## src/rtl/svc_rst_seq.sv

```systemverilog
// Multi-channel reset sequencer: holds all channel resets for HOLD_CYCLES, then
// releases them one by one every STAGGER_CYCLES; software can re-run the sequence.
module svc_rst_seq #(
  parameter int unsigned NUM_CH         = 4,
  parameter int unsigned HOLD_CYCLES    = 16,
  parameter int unsigned STAGGER_CYCLES = 4,
  parameter int unsigned COUNT_W        = 8
) (
  input  logic               clk,
  input  logic               rst,
  input  logic               sw_rst_req,
  output logic               sw_rst_ack,
  output logic [NUM_CH-1:0]  ch_rst,
  output logic               ready,
  output logic [COUNT_W-1:0] rst_count
);

  localparam int unsigned MaxCnt = (HOLD_CYCLES > STAGGER_CYCLES) ? HOLD_CYCLES : STAGGER_CYCLES;
  localparam int unsigned CntW   = (MaxCnt > 1) ? $clog2(MaxCnt) : 1;

  localparam logic [CntW-1:0]    HoldLast  = CntW'(HOLD_CYCLES - 1);
  localparam logic [CntW-1:0]    StagLast  = CntW'(STAGGER_CYCLES - 1);
  localparam logic [CntW-1:0]    CntOne    = CntW'(1);
  localparam logic [COUNT_W-1:0] CountOne  = COUNT_W'(1);

  typedef enum logic [1:0] {StAssert, StRelease, StReady} state_e;

  state_e          state_q;
  logic [CntW-1:0] cnt_q;
  logic            sw_pending_q;

  always_ff @(posedge clk) begin
    if (rst) begin
      state_q      <= StAssert;
      cnt_q        <= '0;
      ch_rst       <= '1;
      ready        <= 1'b0;
      sw_rst_ack   <= 1'b0;
      rst_count    <= '0;
      sw_pending_q <= 1'b0;
    end else if (sw_rst_req) begin
      // A request in any state restarts the hold and re-asserts every channel.
      state_q      <= StAssert;
      cnt_q        <= '0;
      ch_rst       <= '1;
      ready        <= 1'b0;
      sw_rst_ack   <= 1'b0;
      sw_pending_q <= 1'b1;
    end else begin
      sw_rst_ack <= 1'b0;
      unique case (state_q)
        StAssert: begin
          if (cnt_q == HoldLast) begin
            state_q <= StRelease;
            cnt_q   <= '0;
            ch_rst  <= ch_rst << 1;
          end else begin
            cnt_q <= cnt_q + CntOne;
          end
        end
        StRelease: begin
          // Zeros shift in from bit 0, so bit k is released k-th.
          if (ch_rst == '0) begin
            state_q      <= StReady;
            ready        <= 1'b1;
            sw_rst_ack   <= sw_pending_q;
            sw_pending_q <= 1'b0;
            if (rst_count != '1) begin
              rst_count <= rst_count + CountOne;
            end
          end else if (cnt_q == StagLast) begin
            cnt_q  <= '0;
            ch_rst <= ch_rst << 1;
          end else begin
            cnt_q <= cnt_q + CntOne;
          end
        end
        StReady: begin
          state_q <= StReady;
        end
        default: begin
          state_q <= StAssert;
          cnt_q   <= '0;
          ch_rst  <= '1;
          ready   <= 1'b0;
        end
      endcase
    end
  end

endmodule
```

## config.mk

```make
export PLATFORM = sky130hd
export DESIGN_NAME = svc_rst_seq
export DESIGN_NICKNAME = d
export VERILOG_FILES = /design/src/rtl/svc_rst_seq.sv
export SDC_FILE = /design/constraint.sdc
export NUM_CORES = 1
export LEC_CHECK = 0
export BUFFER_PORTS_ARGS = -buffer_cell sky130_fd_sc_hd__buf_2
export CELL_PAD_IN_SITES_DETAIL_PLACEMENT = 1
export CELL_PAD_IN_SITES_GLOBAL_PLACEMENT = 2
export CORE_ASPECT_RATIO = 1.4
export CORE_UTILIZATION = 32
export CTS_CLUSTER_SIZE = 8
export DETAILED_ROUTE_END_ITERATION = 7
export PLACE_DENSITY_LB_ADDON = 0.12
export SLEW_MARGIN = 20
export SYNTH_ARGS = -nofsm -noshare
export SYNTH_HDL_FRONTEND = slang
export SYNTH_SLANG_ARGS = --single-unit
```

## constraint.sdc

```tcl
create_clock -name clk -period 2.16 [get_ports clk]
set_input_delay 0.324 -clock clk [delete_from_list [all_inputs] [get_ports clk]]
set_output_delay 0.324 -clock clk [all_outputs]
set_load 0.05 [all_outputs]
```

[Word-level counts from Yosys, hierarchy flattened]
Cells that the tools add are included.
Storage, ports and cells
  word-level logic and storage cells: 52
  input port bits: 3
  output and inout port bits: 14
  bits in registers: 21
Operators by class
  add/sub/neg operators: 2
  reduce and logical (&&, ||, !) cells: 13
  equal/unequal tests: 9
  multiplexer cells: 16
  bitwise operators: 5
Operators with widths (count)
  2-to-1 mux 4 bit: 6
  one-hot mux 4 bit (3 select lines): 2
  adder 8 x 1 -> 8 bit, second input constant: 1
  != test 2 bit, second input constant: 4
  != test 8 bit, second input constant: 1
  AND reduction 2 bit: 4
  AND reduction 4 bit: 2
  one-hot mux 2 bit (3 select lines): 1
  NOT 1 bit: 5
  adder 4 x 1 -> 4 bit, second input constant: 1
  == test 4 x 2 -> 1 bit, second input constant: 1
  == test 4 bit, second input constant: 1
  zero test 4 bit: 1
  2-to-1 mux 1 bit: 4
  2-to-1 mux 2 bit: 2
  nonzero test 2 bit: 2
  OR reduction 2 bit: 2
  OR reduction 4 bit: 1
  == test 2 x 1 -> 1 bit, second input constant: 1
  == test 2 bit, second input constant: 1
  zero test 2 bit: 1
  one-hot mux 1 bit (2 select lines): 1

[Logic depth before layout (Yosys ltp)]
  word-level depth: 4
  mapped depth: 7

[Least setup slack after synthesis]
No wires, ideal clock.
  path kind: register to register
  start: register ch_rst[3]
  end: register cnt_q[2]
  cell stages (with the launch flop): 5
  clock period less this slack: 1.847 ns
  data arrival time: 1.777 ns
  slack: 0.313 ns
  setup time: 0.070 ns
  buffers on the path: 0
  cell sequence: dfxtp_1 > nor4_4 > a21o_1 > or4b_2 > a21oi_1
Between the ends
  longest elaborated chain between the ends: 3
RTL lines
  start: declaration: line 13  | output logic [NUM_CH-1:0] ch_rst,
  start signal: assignment: line 56  | ch_rst <= ch_rst << 1;
  start signal: assignment: line 73  | ch_rst <= ch_rst << 1;
  zero test 4 bit: line 63  | if (ch_rst == '0) begin
  != test 2 bit (no line)
  AND reduction 2 bit (no line)
  end signal: assignment: line 58  | cnt_q <= cnt_q + CntOne;
  end signal: assignment: line 75  | cnt_q <= cnt_q + CntOne;
  end: declaration: line 29  | logic [CntW-1:0] cnt_q;
Every way passes these cells.
A chain may end at the register's enable or synchronous reset.

[Worst setup path after layout]
  start: register state_q[0]
  end: register ch_rst[2]
Between the ends
  longest elaborated chain between the ends: 3
  elaborated cells between the ends (all ways): 9
  classes of those cells: eq/ne (5); mux (1); bitwise (1); reduce/logical (2)
RTL lines
  start: declaration: line 28  | state_e state_q;
  start signal: assignment: line 34  | state_q <= StAssert;
  start signal: assignment: line 43  | state_q <= StAssert;
  start signal: assignment: line 54  | state_q <= StRelease;
  == test 2 x 1 -> 1 bit, or another cell as far along: line 51  | unique case (state_q)
  != test 2 bit (no line) or NOT 1 bit (tied branches)
  AND reduction 4 bit (no line)
Several ways; a longest one is shown, not always the timed one.

==> out/summary.txt <==
Run status: finished, final reports clean
Worst path top cell family by delay: simple AND/OR/NAND/NOR gates
Slowest stage delay, CP: 480 ps
TritonRoute pass-1 iters: 3
RSZ-0062 raised after global routing: no
Worst Setup Start Kind: flop
Post-synth EDFFs: 0
Final min period: 1979 ps
Postcts setup bufs: 0
Yosys warns: 0
# DRC: 0
Number of global-route vias before repair: 914
Final Max Tran Viols: 0
Min-delay worst type: in -> reg
Max Clock Freq: 505.2 MHz
Count of different cell masters after synthesis: 30
GR Util met3: 1.974%
CTS H-Tree Depth: 1
Synth async-reset ratio: 0%
Worst-path cell chain: inv_1 -> ha_1 -> or4b_1 -> o211a_1 -> nor2_1 -> mux2i_1
Worst Skew: 3.323 ps
Final Hold Fails: 0
Most common cell after layout, fill and taps aside: dfxtp_1
Hold_buf cts: 0
M1 GR Usage: 15.53%
Mapped Cells: 114
Clock Sinks: 21
Clock Tree Buf Depth: 2
Via Count: 904
Worst-margin pin slew: 598.1 ps
PostCTS Resize Cnt: 0
Maximum VDD drop: 312.5 uV
WL final: 2.340 mm
Slew headroom: 60.13%
Clock Latency Late Sink: 260 ps
Setup Viol. Count Final: 0
Ys flop type: dfxtp_1
Pwr Density: 568.2 nW/um2
Mapped cell area: 1012 um2
FP Rows: 23
Final nets: 141
DR WL/cell: 13.85 um
Layout cells sized above 1: 19.70%
Iter 0 DRT Violations: 6
Clock-pin slew on the worst setup and hold paths: 70 ps
Sequential cell area fraction in the yosys report: 41.53%
Synth Register Bits: 21
Critical Path RT: 2350 ps
GRT Util Overall: 15.74%
Maximum number of pins on one net before global-route repair: 15
Leak: 0.4428 nW
Num CTS Buffers: 3
Syn avg cell area: 8.879 um2
Ports: 17
Arr. time, crit path: 2170 ps
Initial antenna violation count: 0
Crit-path slowest cell: or4b_1
CP Class: reg -> reg
Gr busiest metal: met2
Setup TNS: 0 ps
Core area: 2935 um2
Crit-path max FO: 6
Max Cap Viol: 0
Gp weighted congestion: 0.6569
Post-DRT Antenna Nets: 0
I/O Buffers: 16
Area growth syn-to-layout: 15.70%
Root Buffer: clkbuf_8
Commonest cells after routing, fill and taps aside: 21 x dfxtp_1, 16 x buf_2, 14 x a21oi_1
Crit path buf inv count: 1
Fin crit share: 91.64%
Design area: 1171 um2
DIE AREA: 3395 um2
Global-route wire length before repair: 4.043 mm
DIE WIDTH: 49.54 um
Vias per cell: 5.349
Initial Util: 34.48%
CTS tree: yes
Crit end category: flop
Syn Nets: 122
DP Wirelength: 1.866 mm
DP Area: 1126 um2
Met2 Usage GRT: 32.09%
Die height: 68.55 um
ANT cells: 0
Congestion Overflow GR: 0
power breakdown:
| part | leakage [nW] | internal, W | total (W) | switching [W] |
|---|---|---|---|---|
| clock network | 0.0228 | 0.000131 | 0.000254 | 0.000123 |
| logic | 0.250 | 0.00000723 | 0.0000186 | 0.0000114 |
| registers | 0.170 | 0.000390 | 0.000392 | 0.00000230 |
metal layers:
| metal | up-vias | routed length (um) |
|---|---|---|
| li1 | 447 | - |
| met1 | 444 | 877 |
| met2 | 9 | 1383 |
| met3 | 4 | 43 |
| met4 | 0 | 36 |
| met5 | - | 0 |
cell type report:
cell class / count / area [um2]
Fill cell: 367 / 1764
Sequential cell: 21 / 420.4
Clock buffer: 4 / 45.04
Inverter: 5 / 18.77
Timing Repair Buffer: 17 / 87.58
Tap cell: 37 / 46.29
Multi-Input combinational cell: 85 / 553.0
state kept, by name, indices dropped and copies added (netlist names):
register,count
rst_count,8
ch_rst,4
cnt_q,4
state_q,2
ready,1
sw_pending_q,1
sw_rst_ack,1
through the flow:
stage	power, W	utilization [%]	instances	setup slack [ps]	hold slack [ps]
3_5_place_dp	0.0004205	38.36	165	212.5	445.6
5_1_grt	0.0006969	39.90	169	33.67	350.3
2_1_floorplan	0.0004123	-	114	313.2	410.1
4_1_cts	0.0006827	39.90	169	191.7	322.3
3_3_place_gp	0.0004203	38.36	165	268.5	423.0
6_report	0.0006654	39.90	169	180.7	326.3
final timing paths:
| kind | end | cells after the start | slack, ps | start |
|---|---|---|---|---|
| min reg2reg | sw_rst_ack$_SDFF_PP0_ | 2 | 450 | sw_pending_q$_SDFFE_PP0P_ |
| max reg2reg | ch_rst[2]$_SDFFE_PP1P_ | 6 | 180 | state_q[0]$_SDFFE_PP0P_ |
| max | ch_rst[2]$_SDFFE_PP1P_ | 6 | 180 | state_q[0]$_SDFFE_PP0P_ |
| min | sw_pending_q$_SDFFE_PP0P_ | 3 | 330 | sw_rst_req |
logic make-up (layout without fill, tap and decap cells):
group           Yosys count  count (layout)  share of synthesized area (%)
flops                    21              21                          41.53
xor+xnor                  1               1                         0.8654
buf+inv                   8              26                          3.831
mux                       5               5                          4.945
compound gates           29              29                          18.17
simple gates             45              45                          24.48
fa+ha+maj                 5               5                          6.180
synthesized netlist by cell type, types with 2 or more instances:
library cell / n / area (um2)
a21oi_1: 14 / 70.07
dfxtp_1: 21 / 420.4
ha_1: 5 / 62.56
inv_1: 5 / 18.77
mux2i_1: 5 / 50.05
nand2_1: 7 / 26.28
nand3_1: 9 / 45.04
nor2_1: 13 / 48.80
o21ai_0: 6 / 30.03
o31ai_1: 3 / 22.52
or2_2: 2 / 12.51
or3_1: 4 / 25.02
or4_1: 3 / 22.52
worst reg2reg max path: cells and delay by family, from the launching register on:
kind,cells,cell delay [ps]
DFF,1,380
AOI/OAI and AO/OA,1,190
and+or+nand+nor,2,770
buffers and inverters,1,80
adders and majority gates,1,250
muxes,1,230
Power figures use the tool's default switching activity.
